===== config.mk =====
export PLATFORM = sky130hd
export DESIGN_NAME = ifu_fetch
export DESIGN_NICKNAME = d
export VERILOG_FILES = /design/src/rtl/ifu_fetch_pkg.sv /design/src/rtl/ifu_fifo.sv /design/src/rtl/ifu_fetch.sv
export SDC_FILE = /design/constraint.sdc
export NUM_CORES = 1
export LEC_CHECK = 0
export BUFFER_PORTS_ARGS = -buffer_cell sky130_fd_sc_hd__buf_4
export CAP_MARGIN = 20
export CELL_PAD_IN_SITES_DETAIL_PLACEMENT = 0
export CELL_PAD_IN_SITES_GLOBAL_PLACEMENT = 1
export CORE_ASPECT_RATIO = 0.7
export CORE_MARGIN = 2
export CORE_UTILIZATION = 40
export DETAILED_ROUTE_END_ITERATION = 8
export PLACE_DENSITY_LB_ADDON = 0.1
export SLEW_MARGIN = 20
export SYNTH_ARGS = -nofsm -noshare
export SYNTH_HDL_FRONTEND = slang
export SYNTH_SLANG_ARGS = --single-unit

===== constraint.sdc =====
create_clock -name clock -period 12.34 [get_ports clock]
set_input_delay 3.085 -clock clock [delete_from_list [all_inputs] [get_ports clock]]
set_output_delay 3.085 -clock clock [all_outputs]
set_load 0.02 [all_outputs]

===== src/rtl/ifu_fetch_pkg.sv =====
// Shared types and constants for the instruction fetch unit.
package ifu_fetch_pkg;

    localparam int XLEN    = 64;
    localparam int INSTR_W = 32;

    localparam logic [XLEN-1:0]    PC_START_DEF = 64'h0000_0000_8000_0000;
    localparam logic [INSTR_W-1:0] BUBBLE_INSTR = 32'h0;

    typedef logic [XLEN-1:0]    addr_t;
    typedef logic [INSTR_W-1:0] instr_t;

    // One fetch-buffer entry: the returned word and the PC it was fetched from.
    typedef struct packed {
        instr_t instr;
        addr_t  pc;
    } fetch_entry_t;

    function automatic addr_t align_pc(input addr_t a);
        return {a[XLEN-1:2], 2'b00};
    endfunction

endpackage


===== src/rtl/ifu_fifo.sv =====
// Fetch buffer: power-of-two ring of {instr, pc} entries with push/pop/flush and an occupancy count.
module ifu_fifo
    import ifu_fetch_pkg::*;
#(
    parameter int DEPTH = 2
) (
    input  logic                       clock,
    input  logic                       reset,
    input  logic                       push_i,
    input  logic                       pop_i,
    input  logic                       flush_i,
    input  fetch_entry_t               wdata_i,
    output fetch_entry_t               head_o,
    output logic [$clog2(DEPTH+1)-1:0] count_o
);

    localparam int PW = $clog2(DEPTH);
    localparam int CW = $clog2(DEPTH+1);

    fetch_entry_t  mem_q [DEPTH];
    logic [PW-1:0] rd_ptr_q, rd_ptr_d;
    logic [PW-1:0] wr_ptr_q, wr_ptr_d;
    logic [CW-1:0] count_q, count_d;

    always_comb begin
        rd_ptr_d = rd_ptr_q;
        wr_ptr_d = wr_ptr_q;
        count_d  = count_q + CW'(push_i) - CW'(pop_i);
        if (push_i) wr_ptr_d = wr_ptr_q + 1'b1;
        if (pop_i)  rd_ptr_d = rd_ptr_q + 1'b1;
        if (flush_i) begin
            rd_ptr_d = '0;
            wr_ptr_d = '0;
            count_d  = '0;
        end
    end

    // NOTE: storage is deliberately not reset; count_q alone says which entries are live.
    always_ff @(posedge clock) begin
        if (push_i) mem_q[wr_ptr_q] <= wdata_i;
    end

    always_ff @(posedge clock) begin
        if (reset) begin
            rd_ptr_q <= '0;
            wr_ptr_q <= '0;
            count_q  <= '0;
        end else begin
            rd_ptr_q <= rd_ptr_d;
            wr_ptr_q <= wr_ptr_d;
            count_q  <= count_d;
        end
    end

    assign head_o  = mem_q[rd_ptr_q];
    assign count_o = count_q;

endmodule


===== src/rtl/ifu_fetch.sv =====
// Instruction fetch unit: PC, request credits, wrong-path drop counter and fetch buffer feeding decode.
// Optional IFU_MISALIGN_CHK_EN: a misaligned redirect target raises o_fetch_misalign and halts fetch until reset.
module ifu_fetch
    import ifu_fetch_pkg::*;
#(
    parameter logic [63:0] PC_START        = PC_START_DEF,
    parameter int          FIFO_DEPTH      = 2,
    parameter int          MAX_OUTSTANDING = 2
) (
    input  logic        clock,
    input  logic        reset,
    output logic [31:0] o_instr,
    output logic [63:0] o_instr_addr,
    output logic        o_valid,
    input  logic        i_stall,
    input  logic        i_branch_jump,
    input  logic [63:0] i_next_pc,
    output logic        o_if_req,
    output logic [63:0] o_if_addr,
    input  logic        i_if_req_ready,
    input  logic        i_if_resp_valid,
    input  logic [31:0] i_if_resp_data,
    output logic        o_fetch_misalign
);

    localparam int CW  = $clog2(MAX_OUTSTANDING + 1);
    localparam int FCW = $clog2(FIFO_DEPTH + 1);
    localparam int SW  = $clog2(MAX_OUTSTANDING + FIFO_DEPTH + 1);

    localparam logic [CW-1:0] MAX_OUT = CW'(MAX_OUTSTANDING);
    localparam logic [SW-1:0] DEPTH_S = SW'(FIFO_DEPTH);

    addr_t         pc_q, pc_d;
    addr_t         resp_pc_q, resp_pc_d;
    logic [CW-1:0] inflight_q, inflight_d;
    logic [CW-1:0] drop_q, drop_d;

    fetch_entry_t   head, wdata;
    logic [FCW-1:0] count;
    logic           head_valid, consume, redirect, accept, push, misalign_hold;
    addr_t          target;

    assign head_valid = (count != '0);
    assign consume    = head_valid & ~i_stall;
    assign redirect   = i_branch_jump & consume;

`ifdef IFU_MISALIGN_CHK_EN
    logic misalign_q;

    always_ff @(posedge clock) begin
        if (reset)                                       misalign_q <= 1'b0;
        else if (redirect && (i_next_pc[1:0] != 2'b00)) misalign_q <= 1'b1;
    end

    assign misalign_hold = misalign_q;
    assign target        = i_next_pc;
`else
    assign misalign_hold = 1'b0;
    assign target        = align_pc(i_next_pc);
`endif

    // Credits cover both in-flight requests and buffered words, so a response can always be pushed.
    assign o_if_req = ~reset & ~redirect & ~misalign_hold & (inflight_q < MAX_OUT)
                    & ((SW'(inflight_q) + SW'(count)) < DEPTH_S);
    assign o_if_addr = pc_q;
    assign accept    = o_if_req & i_if_req_ready;
    assign push      = i_if_resp_valid & (drop_q == '0) & ~redirect;
    assign wdata     = '{instr: i_if_resp_data, pc: resp_pc_q};

    // NOTE: every next-state variable gets its hold value first so this block can never infer a latch.
    always_comb begin
        pc_d       = pc_q;
        resp_pc_d  = resp_pc_q;
        drop_d     = drop_q;
        inflight_d = inflight_q + CW'(accept) - CW'(i_if_resp_valid);
        if (accept) pc_d = pc_q + 64'd4;
        if (push)   resp_pc_d = resp_pc_q + 64'd4;
        if (i_if_resp_valid && (drop_q != '0)) drop_d = drop_q - 1'b1;
        // A response landing in the redirect cycle is wrong-path too, so it is excluded from the drop count.
        if (redirect) begin
            pc_d      = target;
            resp_pc_d = target;
            drop_d    = inflight_q - CW'(i_if_resp_valid);
        end
    end

    always_ff @(posedge clock) begin
        if (reset) begin
            pc_q       <= PC_START;
            resp_pc_q  <= PC_START;
            inflight_q <= '0;
            drop_q     <= '0;
        end else begin
            pc_q       <= pc_d;
            resp_pc_q  <= resp_pc_d;
            inflight_q <= inflight_d;
            drop_q     <= drop_d;
        end
    end

    ifu_fifo #(
        .DEPTH (FIFO_DEPTH)
    ) u_fifo (
        .clock   (clock),
        .reset   (reset),
        .push_i  (push),
        .pop_i   (consume),
        .flush_i (redirect),
        .wdata_i (wdata),
        .head_o  (head),
        .count_o (count)
    );

    assign o_valid          = head_valid;
    assign o_instr          = head_valid ? head.instr : BUBBLE_INSTR;
    assign o_instr_addr     = head_valid ? head.pc : '0;
    assign o_fetch_misalign = misalign_hold;

endmodule


After elaboration in Yosys (flattened, before gate mapping)
Memory sizes are Yosys's and may differ from the RTL's. A register that Yosys moved wholly into a read port is not among the register bits.
Cells that the tools add are included.
{ "totals": {"elab_cells": 54, "output_inout_bits": 163, "mem_count": 1, "inputBits": 102, "regBits": 136, "ramBits": 192} }
{ "op_classes": {"reduce_logical": 8, "bitwise_logic": 11, "order_cmp": 2, "addsub": 11, "mux": 12} }
{ "memory_table": {"columns": ["name", "depth", "width", "rd", "rd_clocked_by_memory_dff", "write_ports", "line", "rtl"], "rows": [
  ["u_fifo.mem_q", 2, 96, 1, 1, 1, "ifu_fifo.sv:20", "fetch_entry_t mem_q [DEPTH];"]
]} }
{ "op_table": {"columns": ["operator", "n"], "rows": [
  ["$mux W64", 5],
  ["$add A64 B3 Y64 const B", 2],
  ["$mux W32", 1],
  ["$reduce_bool A2 Y1", 5],
  ["$and A1 B1 Y1", 8],
  ["$sub A2 B1 Y2", 3],
  ["$add A2 B1 Y2", 2],
  ["$mux W1", 4],
  ["$mux W2", 2],
  ["$add A2 B2 Y3", 1],
  ["$lt A3 B2 Y1 const B", 1],
  ["$not A1 Y1", 3],
  ["$add A1 B1 Y1 const B", 2],
  ["$logic_not A2 Y1", 1],
  ["$lt A2 B2 Y1 const B", 1],
  ["$reduce_or A2 Y1", 1],
  ["$sub A2 B1 Y2 const B", 1],
  ["$logic_and A1 B1 Y1", 1]
]} }

Logic depth before layout (Yosys ltp)
Gate-level depths: netlist of the first run.
{ "depth": {"ltp_word": 10, "ltp_mapped": 11, "depth_no_buf": 11} }

Cells and area by module
A second synthesis of the first run with hierarchy kept.
{ "hier_totals": {"hier_cells": 1255, "area_unflattened_um2": 14866.8} }
{ "modules_own_cells": {"columns": ["mod", "seq_area_each_um2", "instances", "cells_each", "area_each_um2"], "rows": [
  ["ifu_fetch", 2562.5, 1, 937, 7526.0],
  ["ifu_fifo", 5865.6, 1, 318, 7340.8]
]} }

Worst setup path after synthesis of the first run
No wires, ideal clock.
{ "synth_path": {"path_kind": "input -> register", "from": "input i_stall", "to": "memory u_fifo.mem_q[0][10] (netlist name), enable pin", "slack_ns": 1.345, "path_stages": 6, "arrival_time_ns": 10.334, "required_ns": 11.678, "setup_ns": 0.662, "cell_sequence": "o21ba_2 -> clkbuf_1 -> and2_1 -> clkbuf_1 -> buf_1 -> nor3_1"} }
{ "synth_via": {"elab_chain_len": 7} }
{ "synth_rtl": {"columns": ["element", "line", "rtl"], "rows": [
  ["start: declaration", "ifu_fetch.sv:15", "input logic i_stall,"],
  ["$not A1 Y1", "ifu_fetch.sv:44", "assign consume = head_valid & ~i_stall;"],
  ["$and A1 B1 Y1", "ifu_fetch.sv:44", null],
  ["$and A1 B1 Y1", "ifu_fetch.sv:45", "assign redirect = i_branch_jump & consume;"],
  ["$not A1 Y1", "ifu_fetch.sv:67", "assign push = i_if_resp_valid & (drop_q == '0) & ~redirect;"],
  ["$and A1 B1 Y1", "ifu_fetch.sv:67", null],
  ["$mux W1", "ifu_fifo.sv:40", "if (push_i) mem_q[wr_ptr_q] <= wdata_i;"],
  ["$mux W1 (implied by the code)", "ifu_fifo.sv:40", null],
  ["end: declaration", "ifu_fifo.sv:20", null]
]} }
No other way between the ends.

Final worst setup path of the first run
{ "layout_path": {"from": "input i_stall", "to": "output o_if_req"} }
{ "layout_via": {"elab_chain_len": 7} }
{ "layout_rtl": {"columns": ["element", "line", "rtl"], "rows": [
  ["$not A1 Y1", "ifu_fetch.sv:44", null],
  ["$and A1 B1 Y1", "ifu_fetch.sv:44", null],
  ["$and A1 B1 Y1", "ifu_fetch.sv:45", null],
  ["$not A1 Y1", "ifu_fetch.sv:63", "assign o_if_req = ~reset & ~redirect & ~misalign_hold & (inflight_q < MAX_OUT)"],
  ["$and A1 B1 Y1 (2 in a row)", "ifu_fetch.sv:63", null],
  ["$and A1 B1 Y1", "ifu_fetch.sv:64", "& ((SW'(inflight_q) + SW'(count)) < DEPTH_S);"],
  ["end: declaration", "ifu_fetch.sv:18", "output logic o_if_req,"]
]} }
No other way between the ends.

==> impl_metrics.py, run 1 <==
metrics = {
    "worst_setup_path": {
        "cp_max_fo": 76,
        "cp.arrival_ns": 5.15,
        "crit_type": "input pin to output port",
        "rrSetupSlack_ns": 8.84,
        "end_kind": "output port",
        "crit_required_ns": 9.26,
        "startpoint_type": "input pin",
    },
    "floorplan": {
        "initial_utilization": 0.408,
        "rows": 59,
        "coreArea_sq_um": 37400,
        "die-area_sq_um": 39700,
        "io_pins": 265,
        "chipHeight_microns": 167,
        "die_w_microns": 237,
    },
    "timing": {
        "rsz0062_at_grt": "false",
        "tightest_slew_ns": 1.18,
        "max-slew-margin-rel": 0.205,
        "post-route-period-util": 0.668,
        "finalSetupViolCount": 0,
        "fin_crit_ns": 8.24,
        "hold_violations": 0,
        "skew_ns": 0.0148,
        "tns_ns": 0,
        "slew_violations": 0,
        "fmax_mhz": 121,
    },
    "cts": {
        "clock_latency_ns": 0.53,
        "cts.clk_slew.worst_paths_ns": 0.06,
        "numCtsBuffers": 34,
        "clkSinkCount": 321,
        "clk_path_buf_depth": 3,
        "h-tree-depth": 2,
        "cts_setup_buffers": 0,
        "cts.repair.resized": 0,
        "cts-hold-fix-buffers": 0,
        "cts_tree": "built",
        "root_buffer": "clkbuf_16",
    },
    "finish": {
        "fillers": 3485,
        "layout.nets": 1779,
        "drive_above_1_share": 0.203,
        "multi_input_area_sq_um": 6530,
        "synthToLayoutAreaGrowth_pct": 22.6,
        "fin_cells": 2182,
        "seq_area_sq_um": 8310,
    },
    "yosys": {
        "synth_edf_count": 188,
        "yosysSeqAreaShare": 0.544,
        "synth_top_flop_cell": "edfxtp_1",
        "synth_async_sr_flop_share": 0,
        "synth.distinct_cells": 64,
        "synth_top_area_cell": "edfxtp_1",
        "yosys_register_bits": 321,
        "synthTopCellsByCount": "edfxtp_1, nor2_1, dfxtp_1",
        "synthesis.area_sq_um": 15300,
        "postSynthAreaPerCell_sq_um": 10.5,
        "synth_top_area_frac": 0.370,
        "postSynthCellCount": 1449,
        "yosys-top-cells-area": "edfxtp_1, dfxtp_1, mux2i_1, nor2_1, nand4_1",
        "synth_most_common_cell": "edfxtp_1",
        "ys_warn_count": 0,
    },
    "placed_design": {
        "hpwlAfterDp_microns": 34900,
        "routabilityCongestion": 0.874,
        "dp.cells": 2119,
        "port_buffers": 257,
    },
    "min_path": {
        "hp-class": "flop to flop",
    },
    "routing": {
        "initialDrtViolationCount": 1196,
        "firstDrtPassIters": 5,
        "route.met3.wl_microns": 3490,
        "wl_met1_microns": 24200,
        "wl_met2_microns": 20900,
        "wl_per_cell_microns": 22.7,
        "routed_via_density": 5.80,
        "top_layer": "met5",
        "post-route-drc-count": 0,
        "vias": 12647,
        "drtAntennaViolNets": 0,
        "wl_microns": 49500,
    },
    "pwr": {
        "p_per_area_nw_per_um2": 206,
        "peakVddDrop_uv": 138,
        "power_leakage_uw": 0.00654,
    },
    "outcome": {
        "status": "complete, no violations",
    },
    "global_routing": {
        "grt_overflow": 0,
        "grt_pass1_vias": 11592,
        "grt_max_degree": 98,
        "grt.total_usage": 0.245,
        "grt_pass1_wl_microns": 73700,
        "antenna_found_initial": 2,
    },
    "flow_run": {
        "cap_violations": 0,
    },
}
[cells by family after synthesis]
logic type                 share of synthesized area
xor gates and xnor gates                      0.0298
muxes                                         0.0736
buffers and inverters                         0.0306
adders and majority gates                    0.00787
other                                       0.000246
DFF                                            0.544
AOI/OAI and AO/OA                             0.0950
and+or+nand+nor                                0.218
[report_power, final]
group	switching [uW]	internal [uW]	total [uW]
clock	433	598	1030
sequential	185	1420	1600
combinational	767	456	1220
[metal layers]
layer,GRT usage,vias to the layer above
met5,0,-
met4,0.0637,2
met3,0.0419,67
met2,0.350,502
met1,0.379,6129
li1,-,5947
[state kept, by name (all words and copies together) (netlist names), named ones only]
signal	cells
u_fifo.mem_q	188
o_if_addr	62
resp_pc_q	62
drop_q	2
inflight_q	2
u_fifo.count_o	2
u_fifo.rd_ptr_q	1
u_fifo.wr_ptr_q	1
[worst max-delay path, cell delays in order]
cell and delay [ns]:
buf_4 0.09, o21ba_2 0.25, nand2_4 0.69, nand2b_1 0.39, nor4_1 0.40, buf_4 0.22
[layout by cell type (no fill, tap or decap), types with 7 or more instances in the layout]
cell type  instances
nand2b_1           7
a21oi_1           61
a211oi_1          20
nor3_1            47
a31oi_1           20
or4_1             28
nor2_1           178
nand2_1           80
o21bai_1          38
inv_1             28
clkbuf_1           7
clkbuf_16         35
nand4_1           59
o21ai_0           11
edfxtp_1         188
o31ai_1           23
nor4_1            42
a311oi_1          10
mux2i_1          110
and4_1            34
ha_1               8
xnor2_1           32
dfxtp_1          132
buf_4            268
xor2_1            20
or3_1             18
nand3_1           56
and3_1            28
[worst paths after layout]
path                                       to  cells after the start         startpoint
worst max-delay path                 o_if_req                      6            i_stall
worst min register to register           flop                      2    u_fifo.rd_ptr_q
worst max register to register  o_if_addr[36]                      8  u_fifo.count_o[0]
worst min-delay path                     flop                      2    u_fifo.rd_ptr_q
[through the flow]
| stage | total power, uW | hold WS, ns | instance area, sq um | worst slack, ns | util |
|---|---|---|---|---|---|
| after floorplan | 2340 | 0.424 | 15300 | 1.34 | - |
| after global placement | 2830 | 0.498 | 17600 | 4.10 | 0.470 |
| after detailed placement | 2850 | 0.511 | 17600 | 4.11 | 0.470 |
| after CTS | 3890 | 0.523 | 18700 | 4.09 | 0.500 |
| after global routing | 4050 | 0.546 | 18700 | 3.99 | 0.501 |
| final | 3860 | 0.515 | 18700 | 4.10 | 0.501 |
[final cells by class]
cell class                 instances  area share
sequential                       321       0.444
multi-input combinational       1014       0.349
timing repair buffer             269       0.109
clock buffer                      44      0.0497
tap                              488      0.0327
clock inverter                    17     0.00957
inverter                          28     0.00562
antenna                            1    0.000134
Note: power is estimated with default switching activity, not from simulation.
==> run 2, diff against run 1 <==
Settings changed: ABC_AREA from default to 1.
Clock period 12.34 ns to 8.1 ns, I/O delays scaled along.
==> impl_metrics.py, run 2 <==
metrics = {
    "outcome": {
        "status": "finished, violations left",
        "violations": "design-rule violations",
    },
    "yosys": {
        "synth_xor_area_frac": 0.00941,
        "synth_async_sr_flop_share": 0,
        "yosys_register_bits": 321,
        "yosys-top-cells-area": "edfxtp_1, nand2_1, dfxtp_1, a21oi_1, nor2_1",
        "postSynthCellCount": 2210,
        "yosysSeqAreaShare": 0.496,
        "synth.distinct_cells": 42,
        "ys_warn_count": 0,
        "synth_top_flop_cell": "edfxtp_1",
        "synthMuxAreaShare": 0,
        "postSynthAreaPerCell_sq_um": 7.58,
        "synth_most_common_cell": "nand2_1",
        "synthesis.area_sq_um": 16800,
        "synthTopCellsByCount": "nand2_1, nor2_1, a21oi_1",
        "synthAdderAreaFrac": 0.00717,
        "synth_top_family_by_area": "simple AND/OR/NAND/NOR gates",
        "synth_top_area_cell": "edfxtp_1",
        "synth_edf_count": 188,
        "synth_top_area_frac": 0.337,
        "yosys.area_share.simple": 0.296,
        "synth_compound_area_frac": 0.127,
    },
    "worst_setup_path": {
        "rrSetupSlack_ns": 4.40,
        "crit_required_ns": 6.08,
        "r2r_cells": 9,
        "cp.arrival_ns": 3.21,
        "crit_type": "input pin to output port",
        "end_kind": "output port",
        "r2r-start": "u_fifo.count_o[1]",
        "startpoint_type": "input pin",
        "cp_max_fo": 56,
        "r2r-end": "o_if_addr[25]",
    },
    "cts": {
        "cts_setup_buffers": 0,
        "clkSinkCount": 321,
        "root_buffer": "clkbuf_16",
        "cts_tree": "built",
        "h-tree-depth": 2,
        "clock_latency_ns": 0.55,
        "numCtsBuffers": 35,
        "cts.clk_slew.worst_paths_ns": 0.06,
        "clk_path_buf_depth": 3,
        "cts-hold-fix-buffers": 0,
        "cts.repair.resized": 0,
    },
    "routing": {
        "vias": 15609,
        "wl_microns": 57300,
        "wl_per_cell_microns": 19.1,
        "post-route-drc-count": 13,
        "initialDrtViolationCount": 1284,
        "drtAntennaViolNets": 0,
        "firstDrtPassIters": 7,
        "routed_via_density": 5.20,
    },
    "finish": {
        "fillers": 4089,
        "largest_reg_flops": 188,
        "synthToLayoutAreaGrowth_pct": 20.6,
        "multi_input_area_sq_um": 7400,
        "final_common_cell": "nand2_1",
        "drive_above_1_share": 0.148,
        "post-route-util": 0.490,
        "layout.nets": 2538,
        "final_cell_mix": "nand2_1, buf_4, nor2_1",
        "regMostFlops": "u_fifo.mem_q",
        "seq_area_sq_um": 8310,
    },
    "min_path": {
        "hp-class": "flop to flop",
        "min_delay_worst_endpoint": "u_fifo.mem_q[0][3]",
        "min_path_cells": 0,
        "hp-start": "resp_pc_q[3]",
    },
    "global_routing": {
        "grt_max_degree": 105,
        "grt_pass1_wl_microns": 87500,
        "antenna_found_initial": 2,
        "grt_overflow": 0,
        "grt_pass1_vias": 14525,
        "grt.total_usage": 0.261,
    },
    "floorplan": {
        "initial_utilization": 0.407,
        "coreArea_sq_um": 41200,
        "io_pins": 265,
        "rows": 62,
        "chipHeight_microns": 175,
        "die-area_sq_um": 43600,
        "die_w_microns": 249,
    },
    "timing": {
        "rsz0062_at_grt": "false",
        "slew_violations": 0,
        "tns_ns": 0,
        "finalSetupViolCount": 0,
        "max-slew-margin-rel": 0.350,
        "fmax_mhz": 191,
        "skew_ns": 0.0166,
        "tightest_slew_ns": 0.975,
        "post-route-period-util": 0.646,
        "fin_crit_ns": 5.23,
        "fin_ws_ns": 2.87,
        "hold_violations": 0,
    },
    "placed_design": {
        "dp_slack_ns": 2.85,
        "hpwlAfterDp_microns": 41400,
        "port_buffers": 257,
        "routabilityCongestion": 0.911,
    },
    "pwr": {
        "peakVddDrop_uv": 160,
        "power_leakage_uw": 0.00778,
        "p_per_area_nw_per_um2": 332,
    },
    "flow_run": {
        "cap_violations": 0,
    },
}
## run 2: cell types whose count changed after synthesis, sizes merged, moves of 23 or more
cell	change
nand2	+645
a21oi	+143
inv	+142
mux2i	-110
nor2	+109
o21ai	+102
nand3	+89
nand4	-42
nor4	-42
and4	-35
nor3	-35
or4	-30
and3	-29
xnor2	-23
## run 2: cells by family after synthesis
kind of cell	after synthesis
DFF	321
and+or+nand+nor	1205
xor gates and xnor gates	18
AOI/OAI and AO/OA	394
other	1
buffers and inverters	262
adders and majority gates	9
## run 2: worst max-delay path by stage
| stage | startpoint | to | slack [ns] | depth (start not counted) |
|---|---|---|---|---|
| global placement | i_stall | o_if_req | 2.84 | 6 |
| detailed placement | i_stall | o_if_req | 2.85 | 6 |
| global route | i_stall | o_if_req | 2.71 | 6 |
| finish | i_stall | o_if_req | 2.87 | 6 |
| floorplan | i_if_resp_valid | u_fifo.mem_q[0][10] | 1.14 | 4 |
| CTS | i_stall | o_if_req | 2.85 | 6 |
## run 2: per-layer routing
metal | vias up | wire length [microns] | GRT usage
met3 | 71 | 3460 | 0.0305
met1 | 7293 | 27900 | 0.394
met4 | 0 | 1190 | 0.0634
met5 | - | 0 | 0
met2 | 514 | 24700 | 0.398
li1 | 7731 | - | -
## run 2: critical path, cell delays in order
cell and delay, ns:
buf_4 0.10, nor2_4 0.05, nand2_4 0.56, nand3_1 0.22, inv_1 0.11, buf_4 0.14
## run 2: cell type report
type,instances,share of cell area
Inverter,170,0.0317
Sequential cell,321,0.411
Clock inverter,14,0.00811
Tap cell,544,0.0337
Timing Repair Buffer,268,0.101
Antenna cell,2,0.000248
Multi-Input combinational cell,1631,0.366
Clock buffer,50,0.0476
## run 2: through the flow
stage                     power, uW  hold slack [ns]  area [sq um]  std cells
after CTS                      6750            0.529         20200       2998
final                          6710            0.536         20200       3000
after detailed placement       5150            0.513         19100       2934
after global placement         5100            0.502         19100       2934
after floorplan                4140            0.465         16800       2214
after global routing           7110            0.542         20200       3000
## run 2: power breakdown
part	switching [uW]	internal [uW]	leakage [uW]	total (uW)
Sequential	440	2270	0.00287	2710
Combinational	1590	830	0.00437	2420
Clock	682	904	0.000538	1590
